===== src/rtl/reaction_array.sv =====
// Multi-channel reaction timer: a stimulus pulse starts every channel counting,
// and each responder's trigger freezes its own count. Tracks the fastest valid stop.
//
// state  | meaning
// IDLE   | waiting for time_out; early triggers latch false_start
// RUN    | counting channels increment each tick until their trigger
// DONE   | all channels stopped; results held until next time_out or clear
module reaction_array #(
  parameter int WIDTH    = 15,
  parameter int CHANNELS = 4,
  parameter int SAT      = 1
) (
  input  logic                      tick_ms,
  input  logic                      reset,
  input  logic                      time_out,
  input  logic [CHANNELS-1:0]       trigger,
  input  logic                      clear,
  output logic [CHANNELS*WIDTH-1:0] reaction_time,
  output logic [CHANNELS-1:0]       done,
  output logic [CHANNELS-1:0]       false_start,
  output logic [CHANNELS-1:0]       overflow,
  output logic                      busy,
  output logic [WIDTH-1:0]          best_time,
  output logic [3:0]                best_ch,
  output logic                      best_valid
);

  typedef enum logic [1:0] {S_IDLE, S_RUN, S_DONE} state_t;

  localparam logic [WIDTH-1:0] CNT_MAX = '1;
  localparam logic [WIDTH-1:0] CNT_ONE = {{(WIDTH-1){1'b0}}, 1'b1};

  state_t               state, state_n;
  logic [WIDTH-1:0]     cnt_q [CHANNELS];
  logic [WIDTH-1:0]     cnt_n [CHANNELS];
  logic [CHANNELS-1:0]  done_q, done_n;
  logic [CHANNELS-1:0]  fs_q, fs_n;
  logic [CHANNELS-1:0]  ov_q, ov_n;
  logic [CHANNELS-1:0]  counting_q, counting_n;
  logic [WIDTH-1:0]     bt_q, bt_n;
  logic [3:0]           bc_q, bc_n;
  logic                 bv_q, bv_n;
  logic                 busy_q, busy_n;

  always_ff @(posedge tick_ms or posedge reset) begin
    if (reset) begin
      state      <= S_IDLE;
      for (int i = 0; i < CHANNELS; i++) cnt_q[i] <= '0;
      done_q     <= '0;
      fs_q       <= '0;
      ov_q       <= '0;
      counting_q <= '0;
      bt_q       <= '1;
      bc_q       <= '0;
      bv_q       <= 1'b0;
      busy_q     <= 1'b0;
    end else begin
      state      <= state_n;
      for (int i = 0; i < CHANNELS; i++) cnt_q[i] <= cnt_n[i];
      done_q     <= done_n;
      fs_q       <= fs_n;
      ov_q       <= ov_n;
      counting_q <= counting_n;
      bt_q       <= bt_n;
      bc_q       <= bc_n;
      bv_q       <= bv_n;
      busy_q     <= busy_n;
    end
  end

  always_comb begin
    state_n    = state;
    for (int i = 0; i < CHANNELS; i++) cnt_n[i] = cnt_q[i];
    done_n     = done_q;
    fs_n       = fs_q;
    ov_n       = ov_q;
    counting_n = counting_q;
    bt_n       = bt_q;
    bc_n       = bc_q;
    bv_n       = bv_q;

    if (clear) begin
      state_n    = S_IDLE;
      for (int i = 0; i < CHANNELS; i++) cnt_n[i] = '0;
      done_n     = '0;
      fs_n       = '0;
      ov_n       = '0;
      counting_n = '0;
      bt_n       = '1;
      bc_n       = '0;
      bv_n       = 1'b0;
    end else begin
      case (state)
        S_IDLE, S_DONE: begin
          if (time_out) begin
            // false-started channels begin the run already stopped
            state_n    = S_RUN;
            for (int i = 0; i < CHANNELS; i++) cnt_n[i] = '0;
            ov_n       = '0;
            done_n     = fs_q;
            counting_n = ~fs_q;
          end else if (state == S_IDLE) begin
            fs_n = fs_q | trigger;
          end
        end
        S_RUN: begin
          // ascending scan with strict compare: lowest index wins ties
          for (int i = 0; i < CHANNELS; i++) begin
            if (counting_q[i]) begin
              if (trigger[i]) begin
                counting_n[i] = 1'b0;
                done_n[i]     = 1'b1;
                if (!ov_q[i] && (!bv_n || cnt_q[i] < bt_n)) begin
                  bt_n = cnt_q[i];
                  bc_n = 4'(i);
                  bv_n = 1'b1;
                end
              end else if (cnt_q[i] == CNT_MAX) begin
                ov_n[i] = 1'b1;
                if (SAT == 0) cnt_n[i] = '0;
              end else begin
                cnt_n[i] = cnt_q[i] + CNT_ONE;
                if (cnt_q[i] == CNT_MAX - CNT_ONE) ov_n[i] = 1'b1;
              end
            end
          end
          if (&done_q) state_n = S_DONE;
        end
        default: state_n = S_IDLE;
      endcase
    end

    busy_n = (state_n == S_RUN);
  end

  always_comb begin
    reaction_time = '0;
    for (int i = 0; i < CHANNELS; i++) reaction_time[i*WIDTH +: WIDTH] = cnt_q[i];
  end

  assign done        = done_q;
  assign false_start = fs_q;
  assign overflow    = ov_q;
  assign busy        = busy_q;
  assign best_time   = bt_q;
  assign best_ch     = bc_q;
  assign best_valid  = bv_q;

endmodule


===== config.mk =====
export PLATFORM = sky130hd
export DESIGN_NAME = reaction_array
export DESIGN_NICKNAME = d
export VERILOG_FILES = /design/src/rtl/reaction_array.sv
export SDC_FILE = /design/constraint.sdc
export NUM_CORES = 1
export LEC_CHECK = 0
export CORE_MARGIN = 10
export CORE_UTILIZATION = 49
export CTS_BUF_LIST = sky130_fd_sc_hd__clkbuf_16
export DETAILED_ROUTE_END_ITERATION = 12
export PLACE_DENSITY = 0.84
export SYNTH_ARGS = -nofsm -noshare
export SYNTH_HDL_FRONTEND = slang
export SYNTH_SLANG_ARGS = --single-unit

===== constraint.sdc =====
create_clock -name tick_ms -period 8.1 [get_ports tick_ms]
set_input_delay 1.215 -clock tick_ms [delete_from_list [all_inputs] [get_ports tick_ms]]
set_output_delay 1.215 -clock tick_ms [all_outputs]
set_load 0.02 [all_outputs]

### Word-level counts from Yosys, hierarchy flattened

Cells that the tools add are included.

| operators by class | value |
|---|---|
| reduce and logical (&&, ||, !) cells | 37 |
| order comparisons | 4 |
| add/subtract/negate cells | 4 |
| muxes and demuxes | 118 |
| equality and inequality tests | 33 |
| bitwise operators | 2 |

Operators with widths:

| kind | number |
|---|---|
| $mux W15 | 32 |
| $eq A15 B15 Y1 const B | 8 |
| $mux W60 | 2 |
| $pmux W60 S2 | 1 |
| $mux W4 | 24 |
| $add A15 B1 Y15 const B | 4 |
| $lt A15 B15 Y1 | 4 |
| $mux W1 | 52 |
| $ne A3 B3 Y1 const B | 17 |
| $reduce_and A5 Y1 | 8 |
| $pmux W4 S2 | 3 |
| $reduce_and A4 Y1 | 5 |
| $ne A4 B4 Y1 const B | 4 |
| $logic_not A1 Y1 | 8 |
| $mux W2 | 3 |
| $reduce_bool A2 Y1 | 3 |
| $eq A2 B1 Y1 const B | 2 |
| $logic_and A1 B1 Y1 | 4 |
| $logic_or A1 B1 Y1 | 4 |
| $not A4 Y4 | 1 |
| $or A4 B4 Y4 | 1 |
| $pmux W2 S2 | 1 |
| $reduce_and A3 Y1 | 1 |
| $reduce_bool A3 Y1 | 1 |
| 5 further kinds | 5 |

| storage, ports and cells | value |
|---|---|
| bits in registers | 99 |
| input port bits | 8 |
| output and inout bits | 93 |
| word-level logic and storage cells | 217 |

### Depth between registers and ports, before layout

| depth | value |
|---|---|
| word-level depth | 32 |
| depth in mapped cells | 43 |
| depth with buffers taken out | 36 |

### Worst setup path after synthesis

Ideal clock, no wire load.

| path | value |
|---|---|
| kind | register to register |
| start | reg bt_q[8] (netlist: best_time[8]) |
| end | reg bt_q[2] (netlist: best_time[2]) |
| required time | 7.997 ns |
| arrival | 7.640 ns |
| path buffers | 7 |
| setup slack | 0.357 ns |
| stages on the path, launching flop included | 41 |
| library setup time | 0.103 ns |
| period minus slack after synthesis | 7.743 ns |
| cell sequence | dfstp_2 inv_1 ha_1 a21o_1 a221o_1 a211oi_2 o21a_1 buf_4 clkbuf_1 a21oi_1 ha_1 nand4_1 a2111oi_0 o21ai_0 o21bai_1 buf_4 buf_6 mux2i_1 [... 5 more ...] a21oi_1 nor2_1 a41o_1 buf_6 buf_8 mux2i_2 ha_1 a21o_1 a21o_1 a21oi_1 nor3_1 o311ai_0 nand2_1 a211oi_1 o21ai_2 buf_2 o21ai_0 o221ai_2 |

| on the way | value |
|---|---|
| longest elaborated chain between the ends | 32 |
| elaborated cells between the ends (all ways) | 50 |
| those cells by class | order compare: 4; mux: 35; reduce/logical: 11 |

Ends and longest elaborated chain:

| item | line | source |
|---|---|---|
| from (decl) | 40 | `logic [WIDTH-1:0] bt_q, bt_n;` |
| from (signal assigned) | 64 | `bt_q <= bt_n;` |
| $lt A15 B15 Y1 | 113 | `if (!ov_q[i] && (!bv_n \|\| cnt_q[i] < bt_n)) begin` |
| $logic_or A1 B1 Y1 | 113 |  |
| $logic_and A1 B1 Y1 | 113 |  |
| $mux W15 / $mux W1 (equally long branches) | 113 |  |
| $mux W15 / $mux W1 (equally long branches) | 110 | `if (trigger[i]) begin` |
| $mux W15 / $mux W1 (equally long branches) | 109 | `if (counting_q[i]) begin` |
| $mux W15 / $mux W1 (equally long branches) | 93 | `case (state)` |
| $mux W15 / $mux W1 (equally long branches) | 82 | `if (clear) begin` |
| [... 16 more ...] | n/a |  |
| $lt A15 B15 Y1 / $logic_not A1 Y1 (equally long branches) | 113 |  |
| $logic_or A1 B1 Y1 | 113 |  |
| $logic_and A1 B1 Y1 | 113 |  |
| $mux W15 | 113 |  |
| $mux W15 | 110 |  |
| $mux W15 (*) | 109 |  |
| $mux W15 (*) | 93 |  |
| $mux W15 (*) | 82 |  |

Mark *: on every way between the ends. The rest lies on a longest branch, timed or not. The select of a mux whose other input is x is not followed.
A chain may end at the register's enable or synchronous reset.

### Worst setup path after layout

| path | value |
|---|---|
| start | reg bt_q[8] (netlist: best_time[8]) |
| end | reg bt_q[9] (netlist: best_time[9]) |

Same word-level chain as after synthesis.

==> flow_summary.yaml <==
run_status:
  outcome: "finished clean"
critical_path:
  cp.depth: 39
  rr_worst_depth: 39
  critPathKind: "reg -> reg"
  crit_fanout: 14
  critPathCaptureType: "flip-flop"
  critPathBufInv: 8
  critPathTopFamily: "compound AO/OA/AOI/OAI gates"
  slowest_delay_ns: 0.56
  arrival_ns: 7.96
  cpMaxStageDelayCell: "dfstp_2"
  start_kind: "flip-flop"
  crit_required_ns: 8.37
global_route:
  grt_antenna_before_repair: 0
  track_usage_pct: 22.48
  gr-total-overflow: 0
  grt_pass1_wl_um: 35400
  grt_max_degree: 61
  grt_pass1_vias: 6522
drt:
  drt_drc_violations_left: 0
  drt-total-wl_um: 22540
  post_drt_wl_per_cell_um: 19.68
  firstDrtPassIters: 6
  drt_iter0_drc: 821
  vias: 6842
  avgViaCountPerCell: 5.976
  drtAntennaViolNets: 0
clocking:
  cts_sinks: 99
  insertion_delay_ns: 0.36
  cts_buffers: 9
  cts_tree: "done"
  cts-root-buf: "clkbuf_16"
  clk_path_buf_depth: 2
  htree_levels: 3
  cts.clk_slew.worst_paths_ns: 0.07
layout:
  utilization_pct: 64.85
  syn_to_final_growth_pct: 29.64
  final_area_mm2: 0.009002
  n_antenna_cell: 0
  drive_gt1_share_pct: 14.92
  fin_nets: 1032
power_and_ir_drop:
  clockPowerShare_pct: 34.1
  swShare_pct: 31.28
  vdd_drop_max_mv: 0.1210
  combPwrFrac_pct: 25.3
  intPower_uw: 898.3
  p_sw_uw: 408.9
  p_seq_share_pct: 40.6
  p_per_area_mw_per_mm2: 145.2
  power.leakage_uw: 0.004002
sta:
  hold_violations: 0
  relSlewSlack_pct: 50.12
  setup_viol: 0
  layout_min_cycle_time_ns: 7.691
  fmax_mhz: 130.0
  clock_skew_ns: 0.009744
  fin_crit_sh_pct: 94.95
  worstMarginPinSlew_ns: 0.7482
  slew_violations: 0
  rsz0062_at_grt: "no"
yosys:
  async_flop_share_pct: 100.0
  synth_nets: 878
  syn_area_mm2: 0.006944
  yosysWarnings: 0
  syn_avg_cell_area_um2: 8.616
  synth_seq_cells: 99
  ys_seq_area_share_pct: 35.95
  ys_top_cells_by_area: "dfrtp_1 (30%), ha_1 (12%), dfstp_2 (5.7%)"
  synth_ff_type: "dfrtp_1"
  synth_top_area_share_pct: 30.27
  synth.largest_area_cell: "dfrtp_1"
  synth_enable_flop_cells: 0
  ys_types: 63
  netlist_instances: 806
floorplan:
  core_mm2: 0.01388
  row_count: 43
  dieWidth_um: 139.0
  initial_core_util_pct: 50.03
  die_height_um: 139.0
  die_area_mm2: 0.01933
  ioPinCount: 101
placed_design:
  hpwlAfterDp_um: 17440
  placed_cell_area_mm2: 0.008558
  globalplace.congestion: 1.001
  placement.io_buffers: 100
hold_path:
  hp-class: "reg -> reg"
  hold_path_depth: 2
job:
  max_cap_violations: 0
cells in the mapped netlist (5+ instances only):
cell and n:
nor2_1 102, dfrtp_1 84, inv_1 68, a21oi_1 65, ha_1 64, nand2_1 62
o21ai_0 43, nand3_1 31, mux2i_1 22, xnor2_1 22, nand4_1 20, nor3_1 18
clkbuf_1 16, and2_1 15, dfstp_2 15, xor2_1 13, or3_1 12, o21ai_1 9
o221ai_1 9, o31ai_1 9, mux2i_2 7, nor2b_1 7, o221ai_2 7, a21o_1 5
nor4_1 5
cell usage in the layout (no fill, tap or decap), drive strengths merged, types with 5 or more instances in the layout:
| master | n |
|---|---|
| a211oi | 5 |
| a21o | 5 |
| a21oi | 65 |
| and2 | 17 |
| buf | 69 |
| clkbuf | 9 |
| clkdlybuf4s50 | 99 |
| dfrtp | 84 |
| dfstp | 15 |
| ha | 64 |
| inv | 73 |
| mux2i | 29 |
| nand2 | 62 |
| nand3 | 31 |
| nand4 | 20 |
| nor2 | 102 |
| nor2b | 7 |
| nor3 | 18 |
| nor4 | 5 |
| o21ai | 54 |
| o221ai | 16 |
| o31ai | 9 |
| or3 | 12 |
| xnor2 | 22 |
| xor2 | 13 |
sequential cells by signal (all words and copies together), names as in the netlist:
register and cells:
state 2, false_start 4, best_ch 4, best_time 15, reaction_time 60, overflow 4, counting_q 4, done 4
busy 1, best_valid 1
metal layers:
| layer | GRT usage, % | routed length (um) | vias to the layer above |
|---|---|---|---|
| li1 | - | - | 3189 |
| met1 | 28.69 | 9304 | 3257 |
| met2 | 36.00 | 10450 | 349 |
| met3 | 4.726 | 2023 | 47 |
| met4 | 9.390 | 757 | 0 |
| met5 | 0 | 0 | - |
worst reg2reg max path, delay by kind of cell, from the launching register on:
family,cells,cell delay (ns)
adder cells (fa/ha/maj),4,1.14
AND/OR/NAND/NOR,5,0.64
AO/OA/AOI/OAI,19,3.33
multiplexers,3,0.66
flip-flops,1,0.56
buffers and inverters,8,1.25
through the flow:
step | hold WS, ns | TNS, ns | total power (uW) | instances | worst slack, ns
2_1_floorplan | 0.5262 | 0 | 715.1 | 806 | 0.3570
3_3_place_gp | 0.5115 | -6.523 | 844.5 | 1126 | -0.3719
3_5_place_dp | 0.5270 | -11.29 | 851.7 | 1126 | -0.6440
4_1_cts | 0.5451 | 0 | 1294 | 1142 | 0.02091
5_1_grt | 0.5639 | 0 | 1354 | 1145 | 0.004714
6_report | 0.5365 | 0 | 1307 | 1145 | 0.4090
power groups by stage:
stage | Clock [uW] | Combinational [uW] | Sequential (uW)
after global placement | 0 | 305 | 540
after floorplan | 0 | 165 | 550
after detailed placement | 0 | 312 | 540
after CTS | 448 | 315 | 531
final | 445 | 331 | 531
after global routing | 465 | 357 | 532
final cells by class:
type / instances / area [um^2]
Tap cell: 180 / 225.2
Fill cell: 1137 / 4878
Inverter: 70 / 265.3
Timing Repair Buffer: 169 / 1550
Clock buffer: 9 / 225.2
Clock inverter: 7 / 75.07
Multi-Input combinational cell: 611 / 4165
Sequential cell: 99 / 2496
worst paths after layout:
check | start | to | slack (ns)
setup / recovery | best_time[8] | best_time[9] | 0.41
min in group asynchronous | reset | overflow[1] | 1.23
hold reg to reg | false_start[1] | false_start[1] | 0.54
hold / removal | false_start[1] | false_start[1] | 0.54
max in group asynchronous | reset | overflow[2] | 5.75
setup reg to reg | best_time[8] | best_time[9] | 0.41
kinds of logic (layout without fill, tap and decap cells):
kind of cell             count (synthesis)  after routing  synth area share [%]
AO/OA/AOI/OAI                          190            190                 17.84
XOR/XNOR                                35             35                 4.414
adder cells (fa/ha/maj)                 64             64                 11.53
buffers and inverters                   96            255                 5.820
flip-flops                              99             99                 35.95
multiplexers                            29             29                 4.559
AND/OR/NAND/NOR                        293            293                 19.89
repair_timing:
item / 4_1_cts / 5_1_grt
gates resized for setup: 6 / 29
gates cloned: 0 / 0
buffers inserted: 0 / 3
pin swaps: 1 / 7
setup endpoints to repair: 19 / 19
hold buffers: 0 / 0
Power figures use the tool's default switching activity.
